`src/rtl/uart_tx_fifo_reader.sv`:
```
`default_nettype none
// ============================================================================
// uart_tx_fifo_reader : pops bytes from the TX FIFO and serialises UART frames
// Revision 1.0
// ============================================================================
module uart_tx_fifo_reader #(
  parameter int DATA_WIDTH   = 8,
  parameter int CLKS_PER_BIT = 16,
  parameter int PARITY_EN    = 0,
  parameter int PARITY_ODD   = 0,
  parameter int STOP_BITS    = 1
) (
  input  logic                  clock_i,
  input  logic                  reset_i,
  input  logic                  tx_enable_i,
  input  logic                  fifo_empty_i,
  input  logic [DATA_WIDTH-1:0] fifo_data_i,
  output logic                  fifo_pop_o,
  output logic                  tx_o,
  output logic                  tx_busy_o,
  output logic                  tx_done_o
);

  localparam int c_BAUD_W = (CLKS_PER_BIT > 1) ? $clog2(CLKS_PER_BIT) : 1;
  localparam int c_BIT_W  = $clog2(DATA_WIDTH + 2);

  localparam logic [c_BAUD_W-1:0] c_BAUD_LAST = c_BAUD_W'(CLKS_PER_BIT - 1);
  localparam logic [c_BAUD_W-1:0] c_BAUD_ONE  = c_BAUD_W'(1);
  localparam logic [c_BIT_W-1:0]  c_BIT_ONE   = c_BIT_W'(1);
  localparam logic [c_BIT_W-1:0]  c_DATA_LAST = c_BIT_W'(DATA_WIDTH - 1);
  localparam logic [c_BIT_W-1:0]  c_STOP_LAST = c_BIT_W'(STOP_BITS - 1);

  localparam logic [2:0] c_IDLE   = 3'd0;
  localparam logic [2:0] c_POP    = 3'd1;
  localparam logic [2:0] c_LOAD   = 3'd2;
  localparam logic [2:0] c_START  = 3'd3;
  localparam logic [2:0] c_DATA   = 3'd4;
  localparam logic [2:0] c_PARITY = 3'd5;
  localparam logic [2:0] c_STOP   = 3'd6;

  logic [2:0]            state_q, state_d;
  logic [c_BAUD_W-1:0]   baud_q, baud_d;
  logic [c_BIT_W-1:0]    bit_q, bit_d;
  logic [DATA_WIDTH-1:0] shift_q, shift_d;
  logic                  parity_q, parity_d;
  logic                  fifo_pop_q, fifo_pop_d;
  logic                  tx_q, tx_d;
  logic                  tx_busy_q, tx_busy_d;
  logic                  tx_done_q, tx_done_d;
  logic                  bit_end;

  assign bit_end = (baud_q == c_BAUD_LAST);

  // Baud counter defaults to 0 so it idles at zero outside the bit-timed states.
  always_comb begin
    state_d  = state_q;
    baud_d   = '0;
    bit_d    = bit_q;
    shift_d  = shift_q;
    parity_d = parity_q;
    case (state_q)
      c_IDLE: begin
        if (tx_enable_i && !fifo_empty_i) begin
          state_d = c_POP;
        end
      end
      c_POP: begin
        state_d = c_LOAD;
      end
      c_LOAD: begin
        state_d  = c_START;
        shift_d  = fifo_data_i;
        parity_d = (^fifo_data_i) ^ (PARITY_ODD != 0);
        bit_d    = '0;
      end
      c_START: begin
        if (bit_end) begin
          state_d = c_DATA;
        end else begin
          baud_d = baud_q + c_BAUD_ONE;
        end
      end
      c_DATA: begin
        if (bit_end) begin
          shift_d = shift_q >> 1;
          if (bit_q == c_DATA_LAST) begin
            bit_d   = '0;
            state_d = (PARITY_EN != 0) ? c_PARITY : c_STOP;
          end else begin
            bit_d = bit_q + c_BIT_ONE;
          end
        end else begin
          baud_d = baud_q + c_BAUD_ONE;
        end
      end
      c_PARITY: begin
        if (bit_end) begin
          state_d = c_STOP;
        end else begin
          baud_d = baud_q + c_BAUD_ONE;
        end
      end
      c_STOP: begin
        if (bit_end) begin
          if (bit_q == c_STOP_LAST) begin
            bit_d   = '0;
            state_d = c_IDLE;
          end else begin
            bit_d = bit_q + c_BIT_ONE;
          end
        end else begin
          baud_d = baud_q + c_BAUD_ONE;
        end
      end
      default: begin
        state_d = c_IDLE;
      end
    endcase
  end

  // Outputs are registered from the next state so they line up with state_q.
  always_comb begin
    fifo_pop_d = (state_d == c_POP);
    tx_busy_d  = (state_d != c_IDLE);
    tx_done_d  = (state_q == c_STOP) && (state_d == c_IDLE);
    case (state_d)
      c_START:  tx_d = 1'b0;
      c_DATA:   tx_d = shift_d[0];
      c_PARITY: tx_d = parity_d;
      default:  tx_d = 1'b1;
    endcase
  end

  always_ff @(posedge clock_i or posedge reset_i) begin
    if (reset_i) begin
      state_q    <= c_IDLE;
      baud_q     <= '0;
      bit_q      <= '0;
      shift_q    <= '0;
      parity_q   <= 1'b0;
      fifo_pop_q <= 1'b0;
      tx_q       <= 1'b1;
      tx_busy_q  <= 1'b0;
      tx_done_q  <= 1'b0;
    end else begin
      state_q    <= state_d;
      baud_q     <= baud_d;
      bit_q      <= bit_d;
      shift_q    <= shift_d;
      parity_q   <= parity_d;
      fifo_pop_q <= fifo_pop_d;
      tx_q       <= tx_d;
      tx_busy_q  <= tx_busy_d;
      tx_done_q  <= tx_done_d;
    end
  end

  assign fifo_pop_o = fifo_pop_q;
  assign tx_o       = tx_q;
  assign tx_busy_o  = tx_busy_q;
  assign tx_done_o  = tx_done_q;

endmodule
`default_nettype wire

```
`config.mk`:
```
export PLATFORM = sky130hd
export DESIGN_NAME = uart_tx_fifo_reader
export DESIGN_NICKNAME = d
export VERILOG_FILES = /design/src/rtl/uart_tx_fifo_reader.sv
export SDC_FILE = /design/constraint.sdc
export NUM_CORES = 1
export LEC_CHECK = 0
export BUFFER_PORTS_ARGS = -buffer_cell sky130_fd_sc_hd__buf_2
export CORE_MARGIN = 5
export CORE_UTILIZATION = 40
export DETAILED_ROUTE_END_ITERATION = 8
export HOLD_SLACK_MARGIN = 0.12
export PLACE_DENSITY_LB_ADDON = 0.3
export SLEW_MARGIN = 10
export SYNTH_ARGS = -nofsm -noshare
export SYNTH_HDL_FRONTEND = slang
export SYNTH_SLANG_ARGS = --single-unit
```
`constraint.sdc`:
```
create_clock -name clock_i -period 4.3 [get_ports clock_i]
set_input_delay 0.215 -clock clock_i [delete_from_list [all_inputs] [get_ports clock_i]]
set_output_delay 0.215 -clock clock_i [all_outputs]
set_load 0.01 [all_outputs]
```
### Word level (Yosys, flattened, before mapping)

Index checks and enable logic that the tools add are counted.

* add/sub/neg operators: 2
* multipliers: 0
* div/mod/pow operators: 0
* magnitude comparators: 0
* equality and inequality tests: 14
* shift operators: 0
* multiplexer cells: 19
* bitwise gates (word level): 0
* reduce and logical (&&, ||, !) cells: 13

Operators with widths (number)
* 4-bit two-way mux: 6
* 3-bit two-way mux: 7
* 3-bit one-hot mux with 7 select lines: 1
* 8-bit one-hot mux with 2 select lines: 1
* 3-bit equality test, second input constant: 5
* 4-bit one-hot mux with 3 select lines: 1
* 3-bit by 2-bit equality test with 1-bit output, second input constant: 3
* 4-bit by 1-bit adder with 4-bit output, second input constant: 2
* 8-bit two-way mux: 1
* 8-bit parity: 1
* 3-bit by 1-bit equality test with 1-bit output, second input constant: 2
* 3-bit zero test: 2
* 3-bit nonzero test: 2
* 4-bit by 3-bit equality test with 1-bit output, second input constant: 1
* 4-bit equality test, second input constant: 1
* 4-bit zero test: 1
* 2-bit != test, second input constant: 2
* 4-bit OR reduction: 1
* 1-bit one-hot mux with 3 select lines: 1
* 3-bit AND reduction: 1
* 1-bit logical AND: 2
* 2-bit AND reduction: 1
* 2-bit nonzero test: 1
* 1-bit zero test: 1
* 1-bit two-way mux: 1

* bits in registers: 24
* latch bits: 0
* RAM bits: 0
* bits in read-only memories: 0
* input bits: 12
* word-level logic and storage cells: 58
* memories kept: 0

### Depth between registers and ports, before layout

Gate-level depths: netlist of run 1.

* depth in word-level cells: 6
* gate-level depth with buffers: 8

### Worst setup path before layout of run 1

OpenSTA, ideal clock, no wires.

* kind: reg-to-reg
* start point: reg baud_q[0]
* end point: reg tx_q, in the netlist tx_o
* data arrival time: 1894 ps
* data required time: 4212 ps
* path slack: 2319 ps
* cell stages (with the launch flop): 9
* path buffers: 2
* clock period less this slack: 1981 ps
* cell sequence: dfrtp_1 > ha_1 > and3_1 > buf_6 > and3_2 > clkbuf_1 > a221o_1 > a22oi_1 > o31ai_1

* elaborated cells between the ends (all ways): 12
* those cells by class: 4 x eq/ne; 8 x mux

RTL lines
* from (decl): RTL line 42 `logic [c_BAUD_W-1:0] baud_q, baud_d;`
* from (signal assigned): RTL line 147 `baud_q <= baud_d;`
* 4-bit equality test: RTL line 52 `assign bit_end = (baud_q == c_BAUD_LAST);`
* 8-bit two-way mux: RTL line 84 `if (bit_end) begin`
* 8-bit one-hot mux with 2 select lines: RTL line 61 `case (state_q)`
* via shift_d[0]: RTL line 44 `logic [DATA_WIDTH-1:0] shift_q, shift_d;`
* 1-bit one-hot mux with 3 select lines: RTL line 126 `case (state_d)`
* via tx_d: RTL line 47 `logic tx_q, tx_d;`
* to (signal assigned): RTL line 152 `tx_q <= tx_d;`
* to (decl): RTL line 47

The timed path passes the listed nets, and every way through them passes these cells. The select of a mux whose other input is x is not followed.
A chain may end at the register's enable or synchronous reset.

### Final worst setup path of run 1

* start point: reg state_q[0]
* end point: reg tx_q, in the netlist tx_o

* elaborated cells between the ends (all ways): 21
* those cells by class: 9 x eq/ne; 11 x mux; 1 x reduce/logical

RTL lines
* from (decl): RTL line 41 `logic [2:0] state_q, state_d;`
* from (signal assigned): RTL line 136 `state_q <= c_IDLE;`
* from (signal assigned): RTL line 146 `state_q <= state_d;`
* 3-bit equality test / 3-bit by 2-bit equality test with 1-bit output (equally long branches): RTL line 61
* 8-bit one-hot mux with 2 select lines (*): RTL line 61
* via shift_d[0]: RTL line 44
* 1-bit one-hot mux with 3 select lines (*): RTL line 126
* via tx_d: RTL line 47

The timed path passes the listed nets; every way through them passes the cells marked *.

==> results of run 1 <==
-- routing by layer --
| layer | part of all wire, % | vias to the layer above |
|---|---|---|
| li1 | - | 475 |
| met1 | 47 | 470 |
| met2 | 48 | 14 |
| met3 | 4.3 | 2 |
| met4 | 0.60 | 0 |
| met5 | 0 | - |
-- critical path, delay by kind of cell (launching register included) --
family / cells / cell delay (ns)
AND/OR/NAND/NOR: 1 / 0.97
AO/OA/AOI/OAI: 4 / 0.98
flip-flops: 1 / 0.55
-- cells in the mapped netlist (all sizes together) (3+ instances only) --
cell type   n  area share, %
dfrtp      23             46
nand2      18            5.4
xnor2      10            6.9
nor2        9            2.7
o21ai       8            3.5
a22oi       7            4.2
a21oi       6            2.7
inv         6            1.8
and3        3            2.0
buf         3            2.2
clkbuf      3            1.7
ha          3            3.0
nand3       3            1.2
nor3        3            1.2
-- final cells by class --
| class | count | area, µm² | share of cell area [%] |
|---|---|---|---|
| sequential | 24 | 601.8 | 43.33 |
| multi-input combinational | 92 | 588.1 | 42.34 |
| timing repair buffer | 16 | 85.08 | 6.126 |
| tap | 44 | 55.05 | 3.964 |
| clock buffer | 4 | 36.28 | 2.613 |
| inverter | 6 | 22.52 | 1.622 |
-- through the flow --
stage | power, mW | std cells | cell area (µm²) | worst slack (ns)
after global routing | 0.9068 | 186 | 1389 | 1.527
after global placement | 0.7075 | 181 | 1343 | 1.846
after CTS | 0.8427 | 186 | 1389 | 1.717
final | 0.8298 | 186 | 1389 | 1.736
after detailed placement | 0.7222 | 181 | 1343 | 1.731
after floorplan | 0.6517 | 128 | 1261 | 2.319
-- sequential cells by signal, indices dropped and copies added (netlist names) --
register	count
shift_q	8
baud_q	4
bit_q	4
state_q	3
fifo_pop_o	1
parity_q	1
tx_busy_o	1
tx_done_o	1
tx_o	1
-- kinds of logic after synthesis --
| family | synth area share [%] |
|---|---|
| AND/OR/NAND/NOR | 18.75 |
| AO/OA/AOI/OAI | 17.26 |
| flip-flops | 47.72 |
| buffers and inverters | 5.654 |
| XOR/XNOR | 7.639 |
| adder cells (fa/ha/maj) | 2.977 |
-- timing repair --
| action | in CTS | in global routing |
|---|---|---|
| setup endpoints to repair | 0 | 0 |
| endpoints found under the hold margin | 1 | 0 |
| hold buffers | 1 | 0 |
-- worst paths after layout --
| kind | cells after the start | endpoint | slack [ns] |
|---|---|---|---|
| setup / recovery | 5 | tx_o | 1.74 |
| hold / removal | 3 | shift_q[3] | 0.15 |
| setup reg to reg | 5 | tx_o | 1.74 |
| hold reg to reg | 2 | shift_q[4] | 0.50 |
| max in group asynchronous | 3 | bit_q[2] | 3.13 |
| min in group asynchronous | 3 | baud_q[1] | 0.62 |
-- power by group through the flow --
stage,combinational [mW],clock [mW],sequential (mW)
4_1_cts,0.328,0.123,0.391
2_1_floorplan,0.287,0,0.365
5_1_grt,0.369,0.135,0.403
3_3_place_gp,0.314,0,0.393
3_5_place_dp,0.326,0,0.397
6_report,0.320,0.119,0.391
==> run metrics, run 1 <==
min-delay worst type input port to flop; Die H 66.15 µm; GR Util met3 2.721%; Pint 504.1 µW; Net Count, Synth 143; Final Critical Period 2.564 ns; Worst-Margin Slew 1.143 ns; most frequent cells in the layout 23 x dfrtp_1, 18 x nand2_1, 15 x buf_2; syn_area_per_cell 9.853 µm²; Netlist cell types 39; first-pass GRT wire length 4091 µm; Final Slew Violations 0; routed length per instance 12.52 µm; sequential element share of the synthesized area 47.72%; synthesized flop and latch total 24; WP data required 4.55 ns; Clk Latency, worst-skew pair 0.31 ns; crit-path max FO 14; endpoint class of the critical path flop; Core Area 3028 µm²; antenna-violating nets left 0; clock power share 14.3%; FP Rows 20; CTS tree built; fin crit share 59.62%; HP Start fifo_data_i[3]; Starting DRT DRC Count 28; NetSw 325.7 µW; total wire length 2328 µm; initial core utilization 41.65%; Overflow after GRT 0; Ys Warns 0; mapped cell area 1261 µm²; share of cells above drive strength 1 18.31%; CTS sink cnt 24; most common cell after layout, fill and taps aside dfrtp_1; antenna fix cells 0; initial antenna violation count 0; status completed; CTS clock-pin slew for the worst setup and hold paths 0.13 ns; GR Layer Usage met1 15.69%; Setup Crit Path Kind flop to flop; max_cap viols 0; Hold WS 0.1520 ns; IO Count 16; Post-DP HPWL 1784 µm; Via density 5.167; residual DRC count 0; Hold Vio Cnt, Final 0; Tot GR Track Use 11.97%; Post-Syn Instances 128; Worst VDD drop 245.6 µV; crit path launch type flop; DIE AREA 4376 µm²; routed vias 961; worst flop-to-flop path startpoint state_q[0]; vias in the first global route 925; EDFF count, synth 0; Critical-path top delay cell nor3b_1; RSZ-0062 raised after global routing false; Post-synth ARST share 100.0%; Routability Congestion 0.8040; Die X 66.15 µm; gr busiest metal met2; first element of the critical path state_q[0]; clk_skew 0.004800 ns; H-tree depth 1; Slew headroom 23.63%; Flop pwr share 47.2%; cell area power density 597.5 nW/µm²; P&R area growth vs syn 10.12%; P_leak 0.6281 nW; Worst path max stage delay 0.97 ns; largest net degree at the start of global routing 25; Layout Nets 158; setup TNS 0 ns; number of detailed-route iterations in the first pass 5; crit-path cells nor3b_1, a31oi_1, a221o_1, a22oi_1, o31ai_1; Root Driver clkbuf_4; combinational share of power 38.5%; post-layout util 45.87%; clock buffer depth 2; CP arrival 2.81 ns; sw frac 39.25%; GR Util met2 19.83%; filler cell count in the final layout 293; # resized after CTS 0; input/output buffers 15; post-CTS setup buffers 0; setup violators final 0; Peak Freq 390.1 MHz; Num CTS Buffers 3; ys flop type dfrtp_1
Note: power is estimated with default switching activity, not from simulation.
==> inputs of run 2 (changes only) <==
ABC_AREA = 1   (was unset)
clock period = 2.3 ns   (was 4.3 ns; I/O delays follow)
==> run 2 against run 1 <==
Cell area grew 16%. Count of clock-buffer cells in the layout is the same. Maximum frequency grew 65%. Setup slack lost 0.99 ns. Via count grew 21%. Area after synthesis grew 9.7%. Global-route usage grew 0.46 points. Cell count grew 38%. Critical path depth grew 3. Critical path type unchanged. Largest cell class is now multi-input combinational cells.
==> run metrics, run 2 <==
crit-path max FO 4 (-10); Peak Freq 644.3 MHz (+65%); share of cells above drive strength 1 14.69% (-3.6 points); Hold Vio Cnt, Final 0 (unchanged); Starting DRT DRC Count 95 (+240%); Layout Nets 227 (+44%); routed vias 1163 (+21%); crit path launch type flop; total wire length 2538 µm (+9.0%); ranking of synthesized cells by area dfrtp_1 42%, nand2_1 15%, inv_1 9.0%; ys flop type dfrtp_1; syn_area_per_cell 7.480 µm² (-24%); clk_skew 0.001437 ns (-0.003363 ns); largest register by flop count shift_q; Worst path top cell family by delay simple AND/OR/NAND/NOR gates; sw frac 23.57% (-16 points); Setup Crit Path Kind flop to flop; CTS tree built; Ys Warns 0 (unchanged); fin crit share 67.48% (+7.9 points); status completed; Final Slew Violations 0 (unchanged); post-CTS setup buffers 0 (unchanged); first-pass GRT wire length 4505 µm (+10%); Net Count, Synth 200 (+40%); clock power share 26.6% (+12 points); Crit path top cell by count nor2_1; worst path bufs/invs 0 (unchanged); synthesized flop and latch total 24 (unchanged); Critical-path top delay cell dfrtp_1; P_leak 0.8558 nW (+36%); RSZ-0062 raised after global routing false; Final Critical Period 1.552 ns (-1.012 ns); most common cell after layout, fill and taps aside nand2_1; Die X 68.82 µm (+4.0%); Post-synth ARST share 100.0% (unchanged); WP data required 2.55 ns (-2.00 ns); initial core utilization 41.47% (-0.18 points); IO Count 16 (unchanged); residual DRC count 0 (unchanged); setup TNS 0 ns (unchanged); Commonest cells post-synth 55 x nand2_1, 33 x inv_1, 23 x dfrtp_1; mapped cell area 1384 µm² (+9.7%); most frequent cells in the layout 55 x nand2_1, 33 x inv_1, 23 x dfrtp_1; Pint 534.9 µW (+6.1%); Clk Latency, worst-skew pair 0.31 ns (about the same); dominant cell type by area after synthesis dfrtp_1; Top Registers shift_q (8), baud_q (4), bit_q (4); initial antenna violation count 0 (unchanged); worst flop-to-flop path startpoint bit_q[0]; Core Area 3337 µm² (+10%); input/output buffers 15 (unchanged); Worst path max stage delay 0.40 ns (-0.57 ns); largest net degree at the start of global routing 25 (unchanged); Routability Congestion 0.8048 (about the same); Root Driver clkbuf_4; Overflow after GRT 0 (unchanged); first element of the critical path bit_q[0]; antenna-violating nets left 0 (unchanged); Yosys top cell area share 41.59% (-4.0 points); endpoint class of the critical path flop; Slew headroom 40.42% (+17 points); Post-Syn Instances 185 (+45%); Flop pwr share 62.3% (+15 points); combinational share of power 11.0% (-28 points); Num CTS Buffers 3 (unchanged); DIE AREA 4736 µm² (+8.2%); routed length per instance 9.875 µm (-21%); number of detailed-route iterations in the first pass 4 (-1); EDFF count, synth 0 (unchanged); cell area power density 434.2 nW/µm² (-27%); Worst-Margin Slew 0.8927 ns (-0.2504 ns); clock buffer depth 2 (unchanged); max reg flops 8 (unchanged); Via density 4.525 (-12%); CTS sink cnt 24 (unchanged); post-layout util 48.29% (+2.4 points); most frequent cell after synthesis nand2_1; P&R area growth vs syn 16.46%; Post-DP HPWL 1959 µm (+9.8%); Die H 68.82 µm (+4.0%); antenna fix cells 0 (unchanged); setup violators final 0 (unchanged); min-delay worst type input port to flop; FP Rows 21 (+5.0%); NetSw 164.9 µW (-49%); CP arrival 1.81 ns (-1.00 ns); Worst VDD drop 268.8 µV (+9.4%); sequential element share of the synthesized area 43.49% (-4.2 points); CTS clock-pin slew for the worst setup and hold paths 0.12 ns (about the same); vias in the first global route 1098 (+19%); HP Start fifo_data_i[6]; Tot GR Track Use 12.44% (+0.46 points); Netlist cell types 29 (-26%); max_cap viols 0 (unchanged); H-tree depth 1 (unchanged); crit-path cells ha_1, nand2_1, nor2_1, o21ai_0, nand3_2, nor2_1, nand2b_1, nor2_2
## run 2: cell count changes after synthesis, sizes merged, moves of 4 or more
cell | previous run | this run
a22oi | 7 | 3
inv | 6 | 34
nand2 | 18 | 58
nand3 | 3 | 12
nor2 | 9 | 20
xnor2 | 10 | 1
## run 2: worst register-to-register path, cell delays in order (launching register included)
cell,delay (ns)
dfrtp_1,0.40
ha_1,0.22
nand2_1,0.09
nor2_1,0.06
o21ai_0,0.21
nand3_2,0.16
nor2_1,0.17
nand2b_1,0.11
nor2_2,0.08
## run 2: worst paths after layout
| check | to | slack, ns | cells after the start |
|---|---|---|---|
| max | tx_done_o | 0.75 | 8 |
| min | shift_q[6] | 0.15 | 3 |
| max reg2reg | tx_done_o | 0.75 | 8 |
| min reg2reg | shift_q[0] | 0.50 | 2 |
| max in group asynchronous | tx_busy_o | 1.24 | 3 |
| min in group asynchronous | bit_q[0] | 0.52 | 3 |
## run 2: layout make-up
cell class	count	area (µm²)
fillers	333	1725
multi-input cells	126	643.1
flip-flops and latches	24	601.8
repair buffers	23	155.1
inverters	34	127.6
well taps	46	57.56
clock buffers	4	26.28
## run 2: power groups by stage
stage	clock (mW)	combinational [mW]	sequential [mW]
floorplan	0	0.0444	0.443
finish	0.186	0.0772	0.436
detailed placement	0	0.0686	0.444
global placement	0	0.0674	0.444
global route	0.213	0.0898	0.437
CTS	0.198	0.0789	0.436
## run 2: cells by family after synthesis
logic type | count (synthesis) | synth area share (%)
simple gates | 99 | 32.64
buf+inv | 35 | 10.04
flops | 24 | 43.49
compound gates | 22 | 9.856
fa+ha+maj | 3 | 2.713
xor+xnor | 2 | 1.266
## run 2: layer usage
layer | track usage (%) | share of wire, %
met5 | 0 | 0
met1 | 15.18 | 49
met2 | 21.69 | 46
met4 | 3.650 | 1.1
met3 | 2.917 | 4.4
## run 2: repair_timing
action,CTS,global route
hold buffers,8,0
hold endpoints to repair,29,0
gates resized for setup,0,0
## run 2: per-stage QoR
stage	area [µm²]	setup WS, ns	total power, mW	instances	hold WS [ns]
after detailed placement	1505	0.7755	0.5127	245	0.3655
after global placement	1505	0.7735	0.5116	245	0.3610
final	1612	0.7479	0.6998	257	0.1484
after floorplan	1384	0.9613	0.4877	185	0.1289
after CTS	1612	0.7415	0.7126	257	0.1351
after global routing	1612	0.5675	0.7399	257	0.1334
==> inputs of run 3 (changes only) <==
clock period = 1.5 ns   (was 2.3 ns; I/O delays follow)
==> run 3 against run 2 <==
Register-to-register slack worse by 0.69 ns. Core utilization up 4.3 points. Critical endpoint is now bit_q[3]. Global-route usage up 0.68 points. Critical path type unchanged. Setup slack worse by 0.69 ns. Cell count up 3.5%. Die area unchanged. Cell area up 8.9%.
==> run metrics, run 3 (synthesis gave the netlist of run 2 again) <==
antenna fix cells 0 (unchanged); min-delay worst type input port to flop; fin crit share 95.84% (+28 points); Setup WS pre-CTS 0.005582 ns (-0.7699 ns); CTS tree built; Final Critical Period 1.438 ns (-0.1145 ns); Post-DP HPWL 2026 µm (+3.4%); Top Registers shift_q (8), baud_q (4), bit_q (4); Crit path top cell by count nand2_1; area of the multi-input gates 703.2 µm² (+9.3%); max reg flops 8 (unchanged); Slew headroom 80.07% (+40 points); Worst path top cell family by delay simple AND/OR/NAND/NOR gates; Worst-Margin Slew 0.2990 ns (-0.5937 ns); worst path bufs/invs 0 (unchanged); initial core utilization 41.47% (unchanged); Critical-path top delay cell dfrtp_1; largest register by flop count shift_q; Die H 68.82 µm (unchanged); input/output buffers 15 (unchanged); CTS sink cnt 24 (unchanged); vias in the first global route 1093 (-0.46%); Worst VDD drop 303.4 µV (+13%); first-pass GRT wire length 4616 µm (+2.5%); WP data required 1.74 ns (-0.81 ns); Overflow after GRT 0 (unchanged); Via density 4.590 (+1.4%); P&R area growth vs syn 26.85%; CTS clock-pin slew for the worst setup and hold paths 0.13 ns (about the same); CP arrival 1.68 ns (-0.13 ns); crit path launch type flop; P_leak 0.9105 nW (+6.4%); status completed; Die X 68.82 µm (unchanged); clock buffer depth 2 (unchanged); routed vias 1221 (+5.0%); most frequent cells in the layout 55 x nand2_1, 29 x inv_1, 22 x dfrtp_1; residual DRC count 0 (unchanged); DIE AREA 4736 µm² (unchanged); setup TNS 0 ns (unchanged); Clk Latency, worst-skew pair 0.32 ns (about the same); antenna-violating nets left 0 (unchanged); initial antenna violation count 0 (unchanged); Routability Congestion 0.7868 (-2.2%); Starting DRT DRC Count 91 (-4.2%); crit-path max FO 9 (+5); crit-path cells nand2_1, nor2_2, nand2_1, o21ai_1, a21oi_1, nor3_1; IO Count 16 (unchanged); H-tree depth 1 (unchanged); most common cell after layout, fill and taps aside nand2_1; cell area power density 646.8 nW/µm² (+49%); Tot GR Track Use 13.12% (+0.68 points); largest net degree at the start of global routing 25 (unchanged); Hold WS 0.1226 ns (-0.02573 ns); Register Area 603.1 µm² (+0.21%); max_cap viols 0 (unchanged); setup violators final 0 (unchanged); Final Power 1.135 mW (+62%); routed length per instance 10.44 µm (+5.8%); Setup Crit Path Kind flop to flop; Core Area 3337 µm² (unchanged); number of detailed-route iterations in the first pass 4 (unchanged); Root Driver clkbuf_4; Layout Nets 236 (+4.0%); Final Slew Violations 0 (unchanged); Cell Count, Final, Fillers Out 266 (+3.5%); endpoint class of the critical path flop; clk_skew 0.005905 ns (+0.004468 ns); share of cells above drive strength 1 23.18% (+8.5 points); Hold Vio Cnt, Final 0 (unchanged); Peak Freq 695.6 MHz (+8.0%); filler cell count in the final layout 336 (+0.90%); Num CTS Buffers 3 (unchanged); final worst setup slack 0.06242 ns (-0.6855 ns); Worst path max stage delay 0.53 ns (+0.13 ns); Cells after DPL 248 (+1.2%); FP Rows 21 (unchanged); total wire length 2778 µm (+9.5%)
-- run 3: cell types whose count changed in the layout (fill, tap and decap cells not counted), sizes merged --
cell / previous run / this run
buf: 15 / 22
dlygate4sd3: 8 / 10
-- run 3: what timing repair did --
item / 4_1_cts / 5_1_grt
endpoints found under the hold margin: 32 / 0
hold buffers: 10 / 0
setup buffers: 0 / 4
resized for setup: 0 / 19
pin swaps: 1 / 4
endpoints found under the setup margin: 1 / 8
-- run 3: worst min-delay path, delay by kind of cell --
| kind | cells | cell delay (ns) |
|---|---|---|
| buffers and inverters | 2 | 0.20 |
| AOI/OAI and AO/OA | 1 | 0.13 |
-- run 3: layout make-up --
class	instances	area share, %
Timing Repair Buffer	32	12.97
Inverter	34	7.270
Multi-Input combinational cell	126	40.06
Clock buffer	4	2.067
Sequential cell	24	34.36
Tap cell	46	3.279
-- run 3: worst paths after layout --
path / slack (ns) / endpoint / start / cells past startpoint
max in group asynchronous: 0.91 / tx_o / reset_i / 4
min in group asynchronous: 0.31 / shift_q[2] / reset_i / 4
worst min register to register: 0.50 / shift_q[0] / shift_q[0] / 2
worst max register to register: 0.06 / bit_q[3] / state_q[2] / 6
worst min-delay path: 0.12 / shift_q[4] / fifo_data_i[4] / 3
worst max-delay path: 0.06 / bit_q[3] / state_q[2] / 6
-- run 3: routing by layer --
metal	vias to the layer above	global-route usage [%]	part of all wire (%)
met4	0	5.109	0.58
met5	-	0	0
li1	654	-	-
met1	553	17.11	47
met3	3	2.917	2.9
met2	11	21.10	50
-- run 3: metrics by stage --
stage,utilization (%),instance area (µm²)
after floorplan,-,1384
after detailed placement,45.78,1528
final,52.61,1755
after global placement,45.78,1528
after CTS,49.87,1664
after global routing,52.61,1755
-- run 3: report_power, final --
| part | switching (mW) | total [mW] | internal, mW |
|---|---|---|---|
| clock | 0.194 | 0.342 | 0.149 |
| sequential | 0.00522 | 0.668 | 0.663 |
| combinational | 0.0663 | 0.125 | 0.0588 |
